$ cat config.mk
export PLATFORM = sky130hd
export DESIGN_NAME = order_uart_tx
export DESIGN_NICKNAME = d
export VERILOG_FILES = /design/src/rtl/order_tx_pkg.sv /design/src/rtl/uart_tx_byte.sv /design/src/rtl/order_uart_tx.sv
export SDC_FILE = /design/constraint.sdc
export NUM_CORES = 1
export LEC_CHECK = 0
export ABC_AREA = 1
export BUFFER_PORTS_ARGS = -buffer_cell sky130_fd_sc_hd__buf_2
export CORE_MARGIN = 5
export CORE_UTILIZATION = 45
export CTS_CLUSTER_DIAMETER = 200
export DETAILED_ROUTE_END_ITERATION = 6
export SLEW_MARGIN = 0
export SYNTH_ARGS = -nofsm -noshare
export SYNTH_HDL_FRONTEND = slang
export SYNTH_SLANG_ARGS = --single-unit
$ cat constraint.sdc
create_clock -name clk -period 6.3 [get_ports clk]
set_input_delay 0 -clock clk [delete_from_list [all_inputs] [get_ports clk]]
set_output_delay 0 -clock clk [all_outputs]
set_load 0.02 [all_outputs]
$ cat src/rtl/order_tx_pkg.sv
// Shared types and frame constants for the order UART transmit path.
// Frame length depends on ORDER_TX_CHECKSUM_EN (adds a trailing XOR checksum byte).
package order_tx_pkg;

  localparam logic [7:0] ORDER_SYNC_BYTE = 8'hA5;
  localparam logic [7:0] ORDER_SIDE_BUY  = 8'h00;
  localparam logic [7:0] ORDER_SIDE_SELL = 8'h01;

`ifdef ORDER_TX_CHECKSUM_EN
  localparam int unsigned ORDER_FRAME_BYTES = 11;
`else
  localparam int unsigned ORDER_FRAME_BYTES = 10;
`endif

  typedef struct packed {
    logic        side;
    logic [31:0] price;
    logic [31:0] qty;
  } order_action_t;

  typedef enum logic [1:0] {FrIdle, FrLoad, FrSend, FrDone} frame_state_e;
  typedef enum logic [1:0] {BtIdle, BtStart, BtData, BtStop} byte_state_e;

  // Byte idx of the frame; price and qty go out big-endian, idx 10 is the checksum.
  function automatic logic [7:0] order_frame_byte(input logic [3:0]  idx,
                                                  input logic        side,
                                                  input logic [31:0] price,
                                                  input logic [31:0] qty,
                                                  input logic [7:0]  csum);
    logic [7:0] b;
    case (idx)
      4'd0:    b = ORDER_SYNC_BYTE;
      4'd1:    b = side ? ORDER_SIDE_SELL : ORDER_SIDE_BUY;
      4'd2:    b = price[31:24];
      4'd3:    b = price[23:16];
      4'd4:    b = price[15:8];
      4'd5:    b = price[7:0];
      4'd6:    b = qty[31:24];
      4'd7:    b = qty[23:16];
      4'd8:    b = qty[15:8];
      4'd9:    b = qty[7:0];
      default: b = csum;
    endcase
    return b;
  endfunction

endpackage

$ cat src/rtl/uart_tx_byte.sv
// 8N1 byte serializer. A start request in the last STOP cycle chains the next
// byte with no idle gap, so a frame streams out back-to-back.
module uart_tx_byte
  import order_tx_pkg::*;
#(
  parameter int unsigned CLKS_PER_BIT = 434
) (
  input  logic       clk,
  input  logic       rst_n,
  input  logic       start,
  input  logic [7:0] data,
  output logic       serial,
  output logic       busy,
  output logic       done
);

  localparam logic [15:0] LastCnt = 16'(CLKS_PER_BIT - 1);

  byte_state_e state_q, state_d;
  logic [15:0] cnt_q, cnt_d;
  logic [2:0]  bit_q, bit_d;
  logic [7:0]  shift_q, shift_d;
  logic        serial_q, serial_d;
  logic        bit_last;

  assign bit_last = (cnt_q == LastCnt);

  always_ff @(posedge clk) begin
    if (!rst_n) begin
      state_q  <= BtIdle;
      cnt_q    <= '0;
      bit_q    <= '0;
      shift_q  <= '0;
      serial_q <= 1'b1;
    end else begin
      state_q  <= state_d;
      cnt_q    <= cnt_d;
      bit_q    <= bit_d;
      shift_q  <= shift_d;
      serial_q <= serial_d;
    end
  end

  always_comb begin
    state_d = state_q;
    cnt_d   = cnt_q + 16'd1;
    bit_d   = bit_q;
    shift_d = shift_q;
    unique case (state_q)
      BtIdle: begin
        cnt_d = '0;
        if (start) begin
          state_d = BtStart;
          shift_d = data;
        end
      end
      BtStart: begin
        if (bit_last) begin
          cnt_d   = '0;
          bit_d   = '0;
          state_d = BtData;
        end
      end
      BtData: begin
        if (bit_last) begin
          cnt_d   = '0;
          shift_d = {1'b0, shift_q[7:1]};
          if (bit_q == 3'd7) state_d = BtStop;
          else               bit_d   = bit_q + 3'd1;
        end
      end
      BtStop: begin
        if (bit_last) begin
          cnt_d = '0;
          if (start) begin
            state_d = BtStart;
            shift_d = data;
          end else begin
            state_d = BtIdle;
          end
        end
      end
    endcase
  end

  // Line level is registered from the next state so it changes on the same edge.
  always_comb begin
    unique case (state_d)
      BtStart: serial_d = 1'b0;
      BtData:  serial_d = shift_d[0];
      default: serial_d = 1'b1;
    endcase
    serial = serial_q;
    busy   = (state_q != BtIdle);
    done   = (state_q == BtStop) && bit_last;
  end

endmodule

$ cat src/rtl/order_uart_tx.sv
// Order action FIFO + frame FSM driving uart_tx_byte; keeps frame/drop counters.
// Define ORDER_TX_CHECKSUM_EN to append an XOR checksum of bytes 1..9 as byte 10.
module order_uart_tx
  import order_tx_pkg::*;
#(
  parameter int unsigned CLKS_PER_BIT = 434,
  parameter int unsigned FIFO_DEPTH   = 4
) (
  input  logic        clk,
  input  logic        rst_n,
  input  logic        in_valid,
  input  logic        in_side,
  input  logic [31:0] in_price,
  input  logic [31:0] in_qty,
  output logic        uart_tx_serial,
  output logic        tx_busy,
  output logic [31:0] frame_count,
  output logic [15:0] drop_count
);

  localparam int unsigned PtrW   = (FIFO_DEPTH > 1) ? $clog2(FIFO_DEPTH) : 1;
  localparam int unsigned CntW   = PtrW + 1;
  localparam logic [3:0]  LastIdx = 4'(ORDER_FRAME_BYTES - 1);

  // FIFO
  order_action_t   mem_q [FIFO_DEPTH];
  order_action_t   in_action, head;
  logic [PtrW-1:0] wr_ptr_q, rd_ptr_q;
  logic [CntW-1:0] count_q;
  logic            fifo_empty, fifo_full, push, pop, drop;

  assign in_action  = '{side: in_side, price: in_price, qty: in_qty};
  assign head       = mem_q[rd_ptr_q];
  assign fifo_empty = (count_q == '0);
  assign fifo_full  = (count_q == CntW'(FIFO_DEPTH));
  // A pop in the same cycle frees the slot, so a push while full still lands.
  assign push       = in_valid && (!fifo_full || pop);
  assign drop       = in_valid && fifo_full && !pop;

  always_ff @(posedge clk) begin
    if (push) mem_q[wr_ptr_q] <= in_action;
  end

  always_ff @(posedge clk) begin
    if (!rst_n) begin
      wr_ptr_q <= '0;
      rd_ptr_q <= '0;
      count_q  <= '0;
    end else begin
      if (push) wr_ptr_q <= wr_ptr_q + PtrW'(1);
      if (pop)  rd_ptr_q <= rd_ptr_q + PtrW'(1);
      if (push && !pop)      count_q <= count_q + CntW'(1);
      else if (pop && !push) count_q <= count_q - CntW'(1);
    end
  end

  // Frame FSM and datapath
  frame_state_e fr_state_q, fr_state_d;
  logic [3:0]   idx_q, idx_d, next_idx;
  logic         side_q, side_d;
  logic [31:0]  price_q, price_d, qty_q, qty_d;
  logic [31:0]  frame_count_q, frame_count_d;
  logic [15:0]  drop_count_q, drop_count_d;
  logic [7:0]   csum_val;
  logic         byte_start, byte_busy, byte_done;
  logic [7:0]   byte_data;

`ifdef ORDER_TX_CHECKSUM_EN
  logic [7:0] csum_q, csum_d;
  assign csum_val = csum_q;
`else
  assign csum_val = 8'h00;
`endif

  assign next_idx = idx_q + 4'd1;

  always_ff @(posedge clk) begin
    if (!rst_n) begin
      fr_state_q    <= FrIdle;
      idx_q         <= '0;
      side_q        <= 1'b0;
      price_q       <= '0;
      qty_q         <= '0;
      frame_count_q <= '0;
      drop_count_q  <= '0;
`ifdef ORDER_TX_CHECKSUM_EN
      csum_q        <= '0;
`endif
    end else begin
      fr_state_q    <= fr_state_d;
      idx_q         <= idx_d;
      side_q        <= side_d;
      price_q       <= price_d;
      qty_q         <= qty_d;
      frame_count_q <= frame_count_d;
      drop_count_q  <= drop_count_d;
`ifdef ORDER_TX_CHECKSUM_EN
      csum_q        <= csum_d;
`endif
    end
  end

  always_comb begin
    fr_state_d = fr_state_q;
    unique case (fr_state_q)
      FrIdle: if (!fifo_empty) fr_state_d = FrLoad;
      FrLoad: fr_state_d = FrSend;
      FrSend: if (byte_done && (idx_q == LastIdx)) fr_state_d = FrDone;
      FrDone: fr_state_d = fifo_empty ? FrIdle : FrLoad;
    endcase
  end

  always_comb begin
    pop           = 1'b0;
    byte_start    = 1'b0;
    byte_data     = order_frame_byte(next_idx, side_q, price_q, qty_q, csum_val);
    idx_d         = idx_q;
    side_d        = side_q;
    price_d       = price_q;
    qty_d         = qty_q;
    frame_count_d = frame_count_q;
    drop_count_d  = drop_count_q;
`ifdef ORDER_TX_CHECKSUM_EN
    csum_d        = csum_q;
`endif
    if (drop && (drop_count_q != 16'hFFFF)) drop_count_d = drop_count_q + 16'd1;
    unique case (fr_state_q)
      FrIdle: ;
      FrLoad: begin
        // Sync byte is constant, so the engine can start while the head is popped.
        pop        = 1'b1;
        byte_start = 1'b1;
        byte_data  = ORDER_SYNC_BYTE;
        idx_d      = '0;
        side_d     = head.side;
        price_d    = head.price;
        qty_d      = head.qty;
`ifdef ORDER_TX_CHECKSUM_EN
        csum_d     = '0;
`endif
      end
      FrSend: begin
        if (byte_done) begin
          idx_d = next_idx;
          if (idx_q != LastIdx) begin
            byte_start = 1'b1;
`ifdef ORDER_TX_CHECKSUM_EN
            if (next_idx <= 4'd9) csum_d = csum_q ^ byte_data;
`endif
          end
        end
      end
      FrDone: frame_count_d = frame_count_q + 32'd1;
    endcase
  end

  uart_tx_byte #(
    .CLKS_PER_BIT(CLKS_PER_BIT)
  ) u_byte (
    .clk   (clk),
    .rst_n (rst_n),
    .start (byte_start),
    .data  (byte_data),
    .serial(uart_tx_serial),
    .busy  (byte_busy),
    .done  (byte_done)
  );

  assign tx_busy     = (fr_state_q != FrIdle) || !fifo_empty || byte_busy;
  assign frame_count = frame_count_q;
  assign drop_count  = drop_count_q;

endmodule

==> results of run 1 <==
==> worst max-delay path by stage <==
stage / end / slack, ns / cells after the start
floorplan: mem_q[0][0] / 1.98 / 7
global placement: mem_q[3][59] / 3.24 / 7
detailed placement: mem_q[3][59] / 3.17 / 7
CTS: mem_q[0][43] / 3.17 / 7
global route: drop_count[13] / 2.87 / 16
finish: drop_count[13] / 3.24 / 16
==> report_power, final <==
part / total (uW) / internal, uW / switching, uW
registers: 3440 / 3270 / 168
logic: 1350 / 411 / 935
clock network: 2520 / 1460 / 1070
total: 7310 / 5140 / 2170
==> critical path, stage by stage (launching register included) <==
cell	delay [ns]
dfxtp_1	0.35
inv_1	0.10
ha_1	0.21
inv_2	0.06
buf_4	0.72
nand4_1	0.28
inv_1	0.14
nand2_2	0.12
inv_2	0.12
nand2_2	0.08
nor2_2	0.16
nand2_2	0.11
nor2_2	0.11
nand2_1	0.08
nor2_1	0.12
a21oi_1	0.08
o21a_1	0.11
==> cell usage in the layout, fill, tap and decap left out, types with 9 or more instances in the layout <==
cell type      Yosys  layout
nor2_1           294     290
edfxtp_1         260     260
o21ai_0          247     247
inv_1            195     193
dfxtp_1          156     154
nand2_1          152     152
buf_2              3     117
a21oi_1          104     104
o22ai_1           76      76
dlygate4sd3_1      0      67
clkbuf_16          0      46
nand3_1           33      33
ha_1              21      21
nor3_1            20      20
nand4_1           19      19
clkinv_1           5      16
clkbuf_1          65      14
buf_4              1      13
inv_2             12      12
nor2_2            11      11
nor2_4             7      11
nand2_2           11      11
clkinv_2           1       9
==> sequential cells by signal, indices dropped and copies added, names as in the netlist <==
| signal | flops |
|---|---|
| count_q | 3 |
| drop_count | 16 |
| fr_state_q | 2 |
| frame_count | 32 |
| idx_q | 4 |
| mem_q | 260 |
| price_q | 32 |
| qty_q | 32 |
| rd_ptr_q | 2 |
| side_q | 1 |
| u_byte.bit_q | 3 |
| u_byte.cnt_q | 16 |
| u_byte.serial | 1 |
| u_byte.shift_q | 8 |
| u_byte.state_q | 2 |
| wr_ptr_q | 2 |
==> area by class of cell <==
type	instances	area [um2]	area share (%)
flip-flops and latches	416	10900	53.5
multi-input cells	1052	5280	25.9
well taps	511	639	3.13
inverters	213	803	3.93
repair buffers	197	1350	6.63
clock buffers	62	1230	6.03
clock inverters	24	181	0.888
==> logic make-up (layout without fill, tap and decap cells) <==
logic type               Yosys count  in the layout  share of synthesized area (%)
AO/OA/AOI/OAI                    454            454                           14.1
XOR/XNOR                           7              7                          0.464
adder cells (fa/ha/maj)           22             22                           1.64
buffers and inverters            286            496                           6.27
flip-flops                       416            416                           63.3
AND/OR/NAND/NOR                  569            569                           14.3
==> layer usage <==
metal  share of wire (%)  GRT usage [%]  routed length (um)
met5                   0              0                   0
met4                 2.3           5.73                 953
met3                 5.6           3.14                2310
met2                  47           31.9               19500
met1                  45           26.4               18800
==> metrics by stage <==
step | worst slack (ns) | hold WS [ns] | util, %
2_1_floorplan | 1.98 | 0.0989 | -
3_3_place_gp | 3.24 | 0.215 | 48.6
3_5_place_dp | 3.17 | 0.218 | 48.6
4_1_cts | 3.17 | 0.139 | 54.1
5_1_grt | 2.87 | 0.180 | 54.1
6_report | 3.24 | 0.179 | 54.1
==> results.toml, run 1 <==
[timing]
hold_viol = 0
worst_slew_pin_slew_ns = 1.09
maxClockFrequency_mhz = 327
setup_violations = 0
tns_ns = 0
period_share_pct = 48.5
slew_viol_final = 0
clock_skew_ns = 0.0170
slew_headroom_pct = 27.2
rsz0062_at_grt = "false"
fin_crit_ns = 3.06

[floorplan]
fp.dieArea_um2 = 42400
die_y_um = 206
num_rows = 71
coreArea_um2 = 37800
die_w_um = 206
io_pins = 118
start_util_pct = 45.7

[clock_network]
cts_tree = "yes"
clockBufferDepth = 3
ctsResizeCount = 0
cts.sinks = 416
root_buffer = "clkbuf_16"
clk_pin_slew_ns = 0.06
clk-insertion-delay-late_ns = 0.57
cts_setup_buffers = 0
hold_buffers = 67
cts_inserted_buffers = 46
htreeDepth = 2

[worst_setup_path]
crit_type = "flip-flop to flip-flop"
reg2reg_from = "fr_state_q[1]"
crit_start = "fr_state_q[1]"
r2r_slack_ns = 3.24
r2r_end = "drop_count[13]"
r2r_cells = 16
cp-end-kind = "flip-flop"
worst_ep_arrival_time_ns = 3.51
cp.required_ns = 6.76
cp_max_fo = 102
critPathLaunchType = "flip-flop"

[power]
ir_drop_v = 0.000225
p_leak_uw = 0.00776
power_uw = 7310
power_density_nw_per_um2 = 358

[logic_synthesis]
synth_edf_count = 260
synth.area.top_cells = "edfxtp_1 (45%), dfxtp_1 (18%), o21ai_0 (7.2%)"
synth.top_cell.area_share_pct = 45.2
yosys_most_used_dff = "edfxtp_1"
synth_area_um2 = 17300
synthDistinctLibCells = 46
async_reset_ff_share_pct = 0
synth_seq_area_share_pct = 63.3
syn_avg_cell_area_um2 = 9.84
yosys-top-cells-count = "nor2_1 (294), edfxtp_1 (260), o21ai_0 (247)"
yosysMostFrequentCell = "nor2_1"
yosys_warnings = 0
synth_top_area_cell = "edfxtp_1"
syn-instance-count = 1754
ys_seq_elements = 416
syn-num-nets = 1844

[placement]
dp_cells = 2322
dp_hpwl_um = 25100
io_buffer_count = 117
place_congestion = 0.846
place_area_um2 = 18300

[global_route]
grt_pass1_wl_um = 65600
grt_overflow = 0
grt_pass1_vias = 12306
grt_usage_pct = 19.3
grt_antenna_before_repair = 0
grt_max_degree = 103

[cells_and_area]
num_antenna_cells = 0
layout.nets = 2016
area_delta_synth_final_pct = 18.3
layout.cells.non_filler = 2475
drive_gt1_share_pct = 12.9
fin_area_um2 = 20400
fillers = 3333

[drt]
routed_wl_um = 41500
first_iter_violations = 881
antenna_left = 0
avgViaCountPerCell = 5.18
vias = 12814
wl_per_cell_um = 16.8
route.detailed.drc = 0
drt_first_pass_iters = 5

[min_path]
min_to = "mem_q[0][9]"
hold_path.class = "input port to flip-flop"
hold_depth = 2
min_from = "in_qty[9]"

[flow_run]
maxCapViolCount = 0

[outcome]
status = "completed"
(Power assumes the default switching activity.)
==> run 2, diff against run 1 <==
==> constraint.sdc (replaced) <==
create_clock -name clk -period 2.8 [get_ports clk]
set_input_delay 0 -clock clk [delete_from_list [all_inputs] [get_ports clk]]
set_output_delay 0 -clock clk [all_outputs]
set_load 0.02 [all_outputs]
==> results.toml, run 2 (synthesized netlist as in run 1, its figures left out) <==
[worst_setup_path]
r2r_slack_ns = 0.40
critPathLaunchType = "flip-flop"
reg2reg_from = "fr_state_q[1]"
crit_end = "u_byte.serial"
crit_start = "fr_state_q[1]"
cp_max_fo = 98
crit_type = "flip-flop to flip-flop"
r2r_end = "u_byte.serial"
cp.required_ns = 3.22
worst_ep_arrival_time_ns = 2.82
cp-end-kind = "flip-flop"
r2r_cells = 13

[cells_and_area]
layout.nets = 2022
drive_gt1_share_pct = 13.4
final_common_cell = "nor2_1"
fin_area_um2 = 20600
largest_reg_flops = 260
layout.cells.non_filler = 2477
layout_common_cells = "nor2_1 (290), edfxtp_1 (260), o21ai_0 (247), inv_1 (193), dfxtp_1 (154)"
num_antenna_cells = 0
area_delta_synth_final_pct = 19.1
top_register = "mem_q"

[placement]
io_buffer_count = 117
place_ws_ns = 0.382
place_area_um2 = 18500
place_congestion = 0.874
dp_cells = 2330
dp_hpwl_um = 24500

[power]
clkPwrFrac_pct = 34.7
p_leak_uw = 0.00782
power_frac_seq_pct = 46.1
power_density_nw_per_um2 = 807
p_sw_uw = 4830
combPwrFrac_pct = 19.2
power_uw = 16600
ir_drop_v = 0.000522
p_int_uw = 11800
swShare_pct = 29.1

[global_route]
grt_usage_pct = 18.7
grt_antenna_before_repair = 1
grt_pass1_vias = 11980
grt_pass1_wl_um = 63400
grt_max_degree = 132
grt_overflow = 0

[timing]
worst_slew_pin_slew_ns = 1.09
worst_slack_ns = 0.403
slew_viol_final = 0
hold_viol = 0
maxClockFrequency_mhz = 417
slew_headroom_pct = 27.5
setup_violations = 0
period_share_pct = 85.6
clock_skew_ns = 0.0125
rsz0062_at_grt = "false"
fin_crit_ns = 2.40
tns_ns = 0

[floorplan]
die_w_um = 206
die_y_um = 206
fp.dieArea_um2 = 42400
start_util_pct = 45.7
coreArea_um2 = 37800
io_pins = 118
num_rows = 71

[drt]
wl_per_cell_um = 15.9
first_iter_violations = 783
vias = 12619
routed_wl_um = 39400
avgViaCountPerCell = 5.09
drt_first_pass_iters = 6
route.detailed.drc = 0
antenna_left = 0

[clock_network]
root_buffer = "clkbuf_16"
clk_pin_slew_ns = 0.06
cts_setup_buffers = 0
cts_tree = "yes"
clk-insertion-delay-late_ns = 0.56
cts_inserted_buffers = 44
htreeDepth = 2
cts.sinks = 416
clockBufferDepth = 3

[min_path]
min_from = "in_qty[25]"
hold_path.class = "input port to flip-flop"

[flow_run]
maxCapViolCount = 0

[outcome]
status = "completed"
## run 2: power groups by stage
stage	clock (uW)	combinational, uW	sequential (uW)
after floorplan	0	2130	7720
after detailed placement	0	3160	7780
after CTS	5920	3240	7660
after global routing	6180	3650	7730
after global placement	0	3100	7770
final	5760	3180	7650
## run 2: worst max-delay path, cell delays in order, from the launching register on
cell	delay (ns)
dfxtp_1	0.35
inv_1	0.09
ha_1	0.21
inv_2	0.11
buf_4	0.64
nand4_1	0.18
clkinv_1	0.14
nand3_1	0.11
nand2_1	0.09
nand2_1	0.05
nand2_1	0.08
nand2_1	0.06
nand3_1	0.07
nand3_1	0.07
## run 2: metal layers
layer / up-vias / GRT usage, % / share of wire [%]
met5: - / 0 / 0
met3: 56 / 2.82 / 4.8
met1: 5926 / 26.2 / 46
li1: 6351 / - / -
met2: 286 / 30.2 / 47
met4: 0 / 5.66 / 2.2
## run 2: timing repair
action | in CTS | in global routing
hold buffers | 67 | 0
gates resized for setup | 0 | 0
hold endpoints to repair | 277 | 0
setup endpoints to repair | 0 | 0
## run 2: layout make-up
class	instances	area (um2)
fill	3352	17200
sequential	416	10900
timing repair buffer	205	1480
inverter	213	803
clock inverter	21	216
multi-input combinational	1052	5280
tap	511	639
clock buffer	59	1210
## run 2: how the worst min path moves through the flow
stage,endpoint,cells after the start
finish,mem_q[3][25],2
global route,mem_q[1][43],2
CTS,mem_q[2][27],2
detailed placement,mem_q[0][44],1
global placement,mem_q[2][29],1
floorplan,mem_q[0][0],0
## run 2: metrics by stage
step	hold WS (ns)	util, %
CTS	0.152	54.5
detailed placement	0.217	48.9
global route	0.180	54.5
global placement	0.214	48.9
floorplan	0.0989	-
finish	0.189	54.5
